### config.mk
export PLATFORM = sky130hd
export DESIGN_NAME = apb3_slave_router_flat
export DESIGN_NICKNAME = d
export VERILOG_FILES = /design/src/rtl/apb3_slave_router_if.sv /design/src/rtl/apb3_slave_router.sv /design/src/flat_wrapper.sv
export SDC_FILE = /design/constraint.sdc
export NUM_CORES = 1
export LEC_CHECK = 0
export BUFFER_PORTS_ARGS = -buffer_cell sky130_fd_sc_hd__clkbuf_2
export CAP_MARGIN = 40
export CORE_AREA = 3 3 121 123
export CTS_BUF_LIST = sky130_fd_sc_hd__clkbuf_4 sky130_fd_sc_hd__clkbuf_8
export DETAILED_ROUTE_END_ITERATION = 8
export DIE_AREA = 0 0 124 126
export GPL_TIMING_DRIVEN = 0
export PLACE_DENSITY = 0.82
export SLEW_MARGIN = 5
export SYNTH_ARGS = -nofsm -noshare
export SYNTH_HDL_FRONTEND = slang
export SYNTH_SLANG_ARGS = --single-unit
export TNS_END_PERCENT = 10
### constraint.sdc
create_clock -name clk -period 3.3 [get_ports clk]
set_input_delay 0.66 -clock clk [delete_from_list [all_inputs] [get_ports clk]]
set_output_delay 0.66 -clock clk [all_outputs]
set_load 0.005 [all_outputs]
### src/rtl/apb3_slave_router_if.sv
// Bus bundle for the APB3 router: upstream master-facing signals and the
// shared downstream slave-facing signals.
interface apb3_slave_router_if #(
  parameter int NUM_SLAVES = 4,
  parameter int ADDR_WIDTH = 16,
  parameter int DATA_WIDTH = 32
);
  logic [ADDR_WIDTH-1:0]            PADDR;
  logic                             PSEL;
  logic                             PENABLE;
  logic                             PWRITE;
  logic [DATA_WIDTH-1:0]            PWDATA;
  logic                             PREADY;
  logic [DATA_WIDTH-1:0]            PRDATA;
  logic                             PSLVERROR;

  logic [ADDR_WIDTH-1:0]            s_PADDR;
  logic                             s_PWRITE;
  logic [DATA_WIDTH-1:0]            s_PWDATA;
  logic                             s_PENABLE;
  logic [NUM_SLAVES-1:0]            s_PSEL;
  logic [NUM_SLAVES*DATA_WIDTH-1:0] s_PRDATA;
  logic [NUM_SLAVES-1:0]            s_PREADY;
  logic [NUM_SLAVES-1:0]            s_PSLVERROR;

  // Router view: completer toward the upstream master, requester toward slaves.
  modport slave (
    input  PADDR, PSEL, PENABLE, PWRITE, PWDATA,
    output PREADY, PRDATA, PSLVERROR,
    output s_PADDR, s_PWRITE, s_PWDATA, s_PENABLE, s_PSEL,
    input  s_PRDATA, s_PREADY, s_PSLVERROR
  );

  // Environment view: upstream master plus the downstream slave population.
  modport master (
    output PADDR, PSEL, PENABLE, PWRITE, PWDATA,
    input  PREADY, PRDATA, PSLVERROR,
    input  s_PADDR, s_PWRITE, s_PWDATA, s_PENABLE, s_PSEL,
    output s_PRDATA, s_PREADY, s_PSLVERROR
  );
endinterface

### src/rtl/apb3_slave_router.sv
// Registered one-master-to-NUM_SLAVES APB3 bridge with address-field decode,
// per-access timeout, PSLVERROR on unmapped/timed-out accesses and error logging.
module apb3_slave_router #(
  parameter int NUM_SLAVES     = 4,
  parameter int ADDR_WIDTH     = 16,
  parameter int DATA_WIDTH     = 32,
  parameter int SEL_LSB        = 12,
  parameter int SEL_WIDTH      = 4,
  parameter int TIMEOUT_CYCLES = 255
) (
  input  logic                  clk,
  input  logic                  rstn,
  apb3_slave_router_if.slave    bus,
  input  logic                  err_clr,
  output logic [15:0]           err_count,
  output logic [ADDR_WIDTH-1:0] last_err_addr
);

  localparam int TCNT_W = (TIMEOUT_CYCLES > 1) ? $clog2(TIMEOUT_CYCLES) : 1;

  typedef enum logic [1:0] {
    S_IDLE   = 2'd0,
    S_SETUP  = 2'd1,
    S_ACCESS = 2'd2,
    S_RESP   = 2'd3
  } state_e;

  state_e                  r_state;
  state_e                  w_next;

  logic [ADDR_WIDTH-1:0]   r_paddr;
  logic                    r_pwrite;
  logic [DATA_WIDTH-1:0]   r_pwdata;
  logic [NUM_SLAVES-1:0]   r_sel;
  logic [DATA_WIDTH-1:0]   r_rdata;
  logic                    r_err;
  logic [TCNT_W-1:0]       r_tcnt;
  logic [15:0]             r_err_count;
  logic [ADDR_WIDTH-1:0]   r_last_err;

  logic [SEL_WIDTH-1:0]    w_idx;
  logic                    w_mapped;
  logic [NUM_SLAVES-1:0]   w_dec;
  logic                    w_pready;
  logic                    w_start;
  logic                    w_sel_ready;
  logic                    w_sel_err;
  logic                    w_timeout;
  logic [DATA_WIDTH-1:0]   w_slv_rdata;
  logic [NUM_SLAVES-1:0]   w_psel;
  logic                    w_penable;
  logic                    w_log_err;

  assign w_idx    = bus.PADDR[SEL_LSB +: SEL_WIDTH];
  assign w_mapped = (int'(w_idx) < NUM_SLAVES);
  assign w_pready = (r_state == S_RESP);
  // The master still holds PENABLE during our response cycle; never re-trigger on it.
  assign w_start  = bus.PSEL & bus.PENABLE & ~w_pready;

  assign w_sel_ready = |(bus.s_PREADY & r_sel);
  assign w_sel_err   = |(bus.s_PSLVERROR & r_sel);
  assign w_timeout   = (TIMEOUT_CYCLES != 0) &&
                       (r_tcnt == TCNT_W'(TIMEOUT_CYCLES - 1));
  assign w_log_err   = w_pready & r_err;

  always_comb begin
    w_dec = '0;
    for (int i = 0; i < NUM_SLAVES; i++) begin
      w_dec[i] = (int'(w_idx) == i);
    end
  end

  always_comb begin
    w_slv_rdata = '0;
    for (int i = 0; i < NUM_SLAVES; i++) begin
      if (r_sel[i]) w_slv_rdata |= bus.s_PRDATA[i*DATA_WIDTH +: DATA_WIDTH];
    end
  end

  // NOTE: sequential state uses non-blocking assignments so every register samples pre-edge values.
  always_ff @(posedge clk or negedge rstn) begin
    if (!rstn) r_state <= S_IDLE;
    else       r_state <= w_next;
  end

  always_comb begin
    // NOTE: every signal written here gets a default first so no path can infer a latch.
    w_next    = r_state;
    w_psel    = '0;
    w_penable = 1'b0;
    unique case (r_state)
      S_IDLE:   if (w_start) w_next = w_mapped ? S_SETUP : S_RESP;
      S_SETUP:  begin
        w_psel = r_sel;
        w_next = S_ACCESS;
      end
      S_ACCESS: begin
        w_psel    = r_sel;
        w_penable = 1'b1;
        if (w_sel_ready || w_timeout) w_next = S_RESP;
      end
      S_RESP:   w_next = S_IDLE;
      default:  w_next = S_IDLE;
    endcase
  end

  always_ff @(posedge clk or negedge rstn) begin
    if (!rstn) begin
      r_paddr  <= '0;
      r_pwrite <= 1'b0;
      r_pwdata <= '0;
      r_sel    <= '0;
      r_rdata  <= '0;
      r_err    <= 1'b0;
      r_tcnt   <= '0;
    end else begin
      unique case (r_state)
        S_IDLE: if (w_start) begin
          r_paddr  <= bus.PADDR;
          r_pwrite <= bus.PWRITE;
          r_pwdata <= bus.PWDATA;
          r_sel    <= w_dec;
          r_rdata  <= '0;
          r_err    <= ~w_mapped;
        end
        S_ACCESS: begin
          // Ready takes priority over a timeout expiring in the same cycle.
          if (w_sel_ready) begin
            r_rdata <= r_pwrite ? '0 : w_slv_rdata;
            r_err   <= w_sel_err;
            r_tcnt  <= '0;
          end else if (w_timeout) begin
            r_rdata <= '0;
            r_err   <= 1'b1;
            r_tcnt  <= '0;
          end else begin
            r_tcnt  <= r_tcnt + TCNT_W'(1);
          end
        end
        default: ;
      endcase
    end
  end

  // A clear coinciding with an error clears first, then logs that error.
  always_ff @(posedge clk or negedge rstn) begin
    if (!rstn) begin
      r_err_count <= '0;
      r_last_err  <= '0;
    end else if (err_clr) begin
      r_err_count <= w_log_err ? 16'd1 : 16'd0;
      r_last_err  <= w_log_err ? r_paddr : '0;
    end else if (w_log_err) begin
      if (r_err_count != 16'hFFFF) r_err_count <= r_err_count + 16'd1;
      r_last_err <= r_paddr;
    end
  end

  assign bus.PREADY    = w_pready;
  assign bus.PRDATA    = w_pready ? r_rdata : '0;
  assign bus.PSLVERROR = w_pready & r_err;
  assign bus.s_PADDR   = r_paddr;
  assign bus.s_PWRITE  = r_pwrite;
  assign bus.s_PWDATA  = r_pwdata;
  assign bus.s_PSEL    = w_psel;
  assign bus.s_PENABLE = w_penable;
  assign err_count     = r_err_count;
  assign last_err_addr = r_last_err;

endmodule
### src/flat_wrapper.sv
// flat-port wrapper written by rule: the top's interface ports become plain ports
module apb3_slave_router_flat 
#(
  parameter int NUM_SLAVES     = 4,
  parameter int ADDR_WIDTH     = 16,
  parameter int DATA_WIDTH     = 32,
  parameter int SEL_LSB        = 12,
  parameter int SEL_WIDTH      = 4,
  parameter int TIMEOUT_CYCLES = 255
)
  (clk, rstn, err_clr, err_count, last_err_addr, bus_PADDR, bus_PSEL, bus_PENABLE, bus_PWRITE, bus_PWDATA, bus_PREADY, bus_PRDATA, bus_PSLVERROR, bus_s_PADDR, bus_s_PWRITE, bus_s_PWDATA, bus_s_PENABLE, bus_s_PSEL, bus_s_PRDATA, bus_s_PREADY, bus_s_PSLVERROR);
  apb3_slave_router_if #(.NUM_SLAVES(NUM_SLAVES), .ADDR_WIDTH(ADDR_WIDTH), .DATA_WIDTH(DATA_WIDTH)) bus_i ();
  input  logic clk;
  input  logic rstn;
  input  logic err_clr;
  output logic [15:0] err_count;
  output logic [ADDR_WIDTH-1:0] last_err_addr;
  input wire logic [$bits(bus_i.PADDR)-1:0] bus_PADDR;
  input wire logic [$bits(bus_i.PSEL)-1:0] bus_PSEL;
  input wire logic [$bits(bus_i.PENABLE)-1:0] bus_PENABLE;
  input wire logic [$bits(bus_i.PWRITE)-1:0] bus_PWRITE;
  input wire logic [$bits(bus_i.PWDATA)-1:0] bus_PWDATA;
  output wire logic [$bits(bus_i.PREADY)-1:0] bus_PREADY;
  output wire logic [$bits(bus_i.PRDATA)-1:0] bus_PRDATA;
  output wire logic [$bits(bus_i.PSLVERROR)-1:0] bus_PSLVERROR;
  output wire logic [$bits(bus_i.s_PADDR)-1:0] bus_s_PADDR;
  output wire logic [$bits(bus_i.s_PWRITE)-1:0] bus_s_PWRITE;
  output wire logic [$bits(bus_i.s_PWDATA)-1:0] bus_s_PWDATA;
  output wire logic [$bits(bus_i.s_PENABLE)-1:0] bus_s_PENABLE;
  output wire logic [$bits(bus_i.s_PSEL)-1:0] bus_s_PSEL;
  input wire logic [$bits(bus_i.s_PRDATA)-1:0] bus_s_PRDATA;
  input wire logic [$bits(bus_i.s_PREADY)-1:0] bus_s_PREADY;
  input wire logic [$bits(bus_i.s_PSLVERROR)-1:0] bus_s_PSLVERROR;
  assign bus_i.PADDR = bus_PADDR;
  assign bus_i.PSEL = bus_PSEL;
  assign bus_i.PENABLE = bus_PENABLE;
  assign bus_i.PWRITE = bus_PWRITE;
  assign bus_i.PWDATA = bus_PWDATA;
  assign bus_PREADY = bus_i.PREADY;
  assign bus_PRDATA = bus_i.PRDATA;
  assign bus_PSLVERROR = bus_i.PSLVERROR;
  assign bus_s_PADDR = bus_i.s_PADDR;
  assign bus_s_PWRITE = bus_i.s_PWRITE;
  assign bus_s_PWDATA = bus_i.s_PWDATA;
  assign bus_s_PENABLE = bus_i.s_PENABLE;
  assign bus_s_PSEL = bus_i.s_PSEL;
  assign bus_i.s_PRDATA = bus_s_PRDATA;
  assign bus_i.s_PREADY = bus_s_PREADY;
  assign bus_i.s_PSLVERROR = bus_s_PSLVERROR;
  apb3_slave_router #(.NUM_SLAVES(NUM_SLAVES), .ADDR_WIDTH(ADDR_WIDTH), .DATA_WIDTH(DATA_WIDTH), .SEL_LSB(SEL_LSB), .SEL_WIDTH(SEL_WIDTH), .TIMEOUT_CYCLES(TIMEOUT_CYCLES)) u_core (.clk(clk), .rstn(rstn), .bus(bus_i), .err_clr(err_clr), .err_count(err_count), .last_err_addr(last_err_addr));
endmodule
# --- Word-level counts from Yosys, hierarchy flattened ---
# Index checks and enable logic that the tools add are counted.
totals:
  ff_bits: 128
  inputBits: 190
  output_inout_bits: 120
op_classes:
  add_sub_neg: 2
  magnitude_cmp: 1
  n_eq_ne: 11
  mux: 29
  bitwise_logic: 10
  reduce_logical: 13
op_table:
  columns: ["op", "n"]
  rows:
  - ["$mux 32", 9]
  - ["$mux 16", 6]
  - ["$or 32x32->32", 3]
  - ["$pmux 32 s2", 1]
  - ["$add 16x1->16 const B", 1]
  - ["$mux 8", 2]
  - ["$ne 16x16->1 const B", 1]
  - ["$add 8x1->8 const B", 1]
  - ["$and 4x4->4", 2]
  - ["$eq 4x3->1 const B", 2]
  - ["$eq 8x8->1 const B", 1]
  - ["$pmux 2 s4", 1]
  - ["$reduce_or 4->1", 2]
  - ["$mux 2", 3]
  - ["$reduce_and 2->1", 3]
  - ["$reduce_bool 2->1", 3]
  - ["$mux 1", 5]
  - ["$eq 2x2->1 const B", 2]
  - ["$eq 4x2->1 const B", 1]
  - ["$logic_not 4->1", 1]
  - ["$lt 4x3->1 const B", 1]
  - ["$mux 4", 1]
  - ["$ne 2x1->1 const B", 2]
  - ["$and 1x1->1", 3]
  - ["8 further kinds", 9]

# --- Longest topological paths before layout ---
logic_depth:
  word_depth: 10
  mapped_depth: 8
  ltp_nobuf: 6

# --- Worst setup path after synthesis ---
# OpenSTA, ideal clock, no wires.
synth_timing:
  path_type: "register -> output"
  startpoint: "reg u_core.r_state[1]"
  endpoint: "out bus_PSLVERROR"
  t_arrival_ns: 1.359
  required_ns: 2.640
  slack_ns: 1.281
  stages_incl_launch_ff: 6
  path_buffers: 2
  path_cell_list: "dfrtp_1 ha_1 nand2_2 inv_1 buf_2 buf_1"
synth_between:
  elab_chain_len: 2
synth_rtl:
  columns: ["element", "line", "text"]
  rows:
  - ["start: declaration", "apb3_slave_router.sv:28", "state_e r_state;"]
  - ["start signal: assignment", "apb3_slave_router.sv:83", "else r_state <= w_next;"]
  - ["$eq 2x2->1", "apb3_slave_router.sv:56", "assign w_pready = (r_state == S_RESP);"]
  - ["net bus_PREADY", "flat_wrapper.sv:23", "output wire logic [$bits(bus_i.PREADY)-1:0] bus_PREADY;"]
  - ["$and 1x1->1", "apb3_slave_router.sv:161", "assign bus.PSLVERROR = w_pready & r_err;"]
  - ["end: declaration", "flat_wrapper.sv:25", "output wire logic [$bits(bus_i.PSLVERROR)-1:0] bus_PSLVERROR;"]
# The timed path passes the listed nets, and every way through them passes these cells.

# --- Worst setup path in the final report ---
layout_timing:
  startpoint: "reg u_core.r_state[1]"
  endpoint: "out bus_PSLVERROR"
layout_between:
  elab_chain_len: 2
layout_rtl:
  columns: ["element", "line"]
  rows:
  - ["$eq 2x2->1", "apb3_slave_router.sv:56"]
  - ["$and 1x1->1", "apb3_slave_router.sv:161"]
# No other way between the ends.

==> reports/results.txt <==
Outcome - completed
Fin crit share - 0.857
Row count - 43
Max-slew violations - 0
Pwr Density - 670 nW/um^2
CP Max Fanout - 19
Netlist cell types - 56
Core Box Area - 13800 sq um
Tmin final - 2830 ps
Async SR Flop Fraction - 1.00
Min-Delay Path Class - input port to asynchronous set/reset pin
Number of routed nets with antenna violations - 0
Synth Area in Compound Gates - 0.148
Clk buf depth - 2
Worst path required time - 2640 ps
Sequential element share of the synthesized area - 0.485
First-pass detailed-route iteration total - 5
Finish-stage setup viols - 0
Die ar. - 15600 sq um
Initial DRC count - 437
Clk_lat worst skew - 450 ps
Synth Cell Area - 6600 sq um
Final Worst Setup Slack - 472 ps
Simple-gate share of the synthesized area - 0.192
Fmax - 354 MHz
CTS tree - yes
Worst Skew - 13.0 ps
Routed via count - 6436
Post-Route WL - 21.1 mm
Post-layout nets - 1186
CP cell instances - ha_1 -> nand2_2 -> inv_1 -> buf_2 -> clkbuf_2
Total congestion overflow - 0
Post-route insts no fill - 1185
MaxCap Viol Count - 0
CP startpoint kind - flop
Crit-path max cell delay - 450 ps
Initial antenna violation count - 2
Arrival time at the worst endpoint - 2170 ps
Most used DFF post-synth - dfrtp_1
Synthesized Nets - 858
First-pass GRT wire length - 33.1 mm
WS Path Type - flop to output pin
Mean Syn Cell Area - 9.97 sq um
Die W - 124 microns
Number of flops mapped to enable cells by yosys - 0
Final routed DRC violation total - 0
Total GRT Usage - 0.273
RSZ-0062 raised after global routing - false
Cells after synthesis - 662
Die Height - 126 microns
Worst R2R Path Depth - 6
Worst setup EP type - output pin
Clk sink count - 128
H-Tree Depth - 4
#FFs+latches synth - 128
YS warnings - 0
Place WS - 624 ps
I/O Buffers - 309
Routability cong. - 0.882
Mux cell area share after synthesis - 0.102
Post-cts gate resize count - 0
Final Hold Viols - 0
Share of cells above drive strength 1 - 0.429
CTS buffer count - 17
Inst Count DP - 1152
Static leakage - 4.46 nW
Clock transition at the registers of the reported paths - 90 ps
Root Driver - clkbuf_8
Fin util - 0.639
Vias in the first global route - 6357
Reg2reg start - u_core.r_state[1]$_DFFE_PN0P_
Synth-to-layout area growth - 33.2%
Hold buffers post-CTS - 0
Least-Margin Pin Slew - 611 ps
Largest vdd supply drop - 0.589 mV
DPL Wire Length - 16.0 mm
Synth Area in XOR/XNOR - 0.00133
I/O pin cnt - 310
Largest family of logic cells by synthesized area - simple AND/OR/NAND/NOR gates
Post-Synth Adder-Cell Area - 0.0114
Via density - 5.43
Starting density of the core - 0.479
Headroom to the max-slew limit - 0.593
Slowest cell on crit path - ha_1
Critical Path Source - u_core.r_state[1]$_DFFE_PN0P_
Drt wl/cell - 17.8 microns
Largest net degree at the start of global routing - 90
worst paths after layout:
path	endpoint	slack (ps)
worst max register to register	u_core.r_rdata[22]$_DFFE_PN0P_	990
max in group asynchronous	u_core.r_rdata[1]$_DFFE_PN0P_	2410
min in group clk	u_core.bus.s_PWDATA[24]$_DFFE_PN0P_	440
worst max-delay path	bus_PSLVERROR	470
worst min register to register	u_core.last_err_addr[6]$_DFFE_PN0P_	500
worst min-delay path	u_core.bus.s_PWDATA[24]$_DFFE_PN0P_	120
worst max-delay path: cells and delay by family (launching register included):
| family | cells | cell delay (ps) |
|---|---|---|
| DFF | 1 | 370 |
| adders and majority gates | 1 | 450 |
| buffers and inverters | 3 | 730 |
| and+or+nand+nor | 1 | 170 |
sequential cells by signal (all words and copies together) (netlist names):
name	flops
u_core.bus.s_PWDATA	32
u_core.r_state	2
u_core.r_sel	4
u_core.r_rdata	32
u_core.last_err_addr	16
u_core.r_tcnt	8
u_core.bus.s_PADDR	16
u_core.err_count	16
u_core.bus.s_PWRITE	1
u_core.r_err	1
stage by stage:
stage	power [W]	hold WS [ps]	area, sq um	setup TNS [ps]
3_5_place_dp	0.00459	480	8410	0
3_3_place_gp	0.00450	469	8370	-62470
4_1_cts	0.00592	115	8790	0
2_1_floorplan	0.00352	364	6600	0
6_report	0.00589	120	8800	0
5_1_grt	0.00628	117	8800	0
synth_stat cells, types with 2 or more instances:
master | number | area [sq um]
dfrtp_1 | 128 | 3200
nand2_1 | 79 | 297
a22oi_1 | 67 | 503
mux2_2 | 58 | 653
inv_1 | 44 | 165
o21ai_0 | 39 | 195
and2_1 | 36 | 225
nand4_1 | 34 | 213
clkbuf_1 | 27 | 101
nand3b_1 | 19 | 143
buf_2 | 16 | 80.1
nor2_1 | 15 | 56.3
nand3_1 | 10 | 50.1
a21oi_1 | 8 | 40.0
a31oi_1 | 7 | 43.8
nor2b_1 | 7 | 43.8
nor3_1 | 7 | 35.0
ha_1 | 6 | 75.1
a211oi_1 | 4 | 30.0
buf_1 | 3 | 11.3
nand2b_1 | 3 | 18.8
nor4_1 | 3 | 18.8
o2bb2ai_1 | 3 | 26.3
or4_1 | 3 | 22.5
and4_4 | 2 | 22.5
mux2i_1 | 2 | 20.0
o31ai_1 | 2 | 15.0
or3_1 | 2 | 12.5
per-layer routing:
metal | routed length, microns | GRT usage | up-vias
li1 | - | - | 3037
met1 | 8780 | 0.364 | 3061
met2 | 10200 | 0.424 | 298
met3 | 1600 | 0.0768 | 40
met4 | 539 | 0.101 | 0
met5 | 0 | 0 | -
layout make-up:
type / count / area [sq um]
Clock buffer: 17 / 234
Antenna cell: 2 / 5.00
Clock inverter: 15 / 150
Inverter: 44 / 165
Tap cell: 180 / 225
Multi-Input combinational cell: 440 / 3000
Sequential cell: 128 / 3200
Fill cell: 1192 / 4980
Timing Repair Buffer: 310 / 1580
Buffer: 49 / 231
cell families (layout without fill, tap and decap cells):
group                      count (synthesis)  in the layout
and+or+nand+nor                          231            231
buffers and inverters                     94            435
AOI/OAI and AO/OA                        142            142
DFF                                      128            128
muxes                                     60             60
xor gates and xnor gates                   1              1
other                                      0              2
adders and majority gates                  6              6
placed cells by master (no fill, tap or decap), types with 4 or more instances in the layout:
| cell | synthesis | layout |
|---|---|---|
| o21ai_0 | 39 | 39 |
| nand3b_1 | 19 | 19 |
| mux2_2 | 58 | 58 |
| a22oi_1 | 67 | 67 |
| nand4_1 | 34 | 34 |
| nand3_1 | 10 | 10 |
| ha_1 | 6 | 6 |
| clkbuf_8 | 1 | 19 |
| nor2b_1 | 7 | 7 |
| clkbuf_1 | 27 | 27 |
| clkbuf_2 | 0 | 308 |
| nand2_1 | 79 | 79 |
| buf_2 | 16 | 16 |
| nor2_1 | 15 | 15 |
| inv_6 | 0 | 6 |
| dfrtp_1 | 128 | 128 |
| a211oi_1 | 4 | 4 |
| and2_1 | 36 | 36 |
| nor3_1 | 7 | 7 |
| a31oi_1 | 7 | 7 |
| a21oi_1 | 8 | 8 |
| inv_1 | 44 | 44 |
what timing repair did:
action                                 CTS  global route
endpoints found under the hold margin    0             0
setup buffers                            0             0
setup endpoints to repair                0             1
power by group:
part / leakage [nW] / switching (W) / internal, W
Clock: 0.188 / 0.000717 / 0.000619
Sequential: 1.67 / 0.000301 / 0.00201
Combinational: 2.61 / 0.00127 / 0.000974
Power figures use the tool's default switching activity.
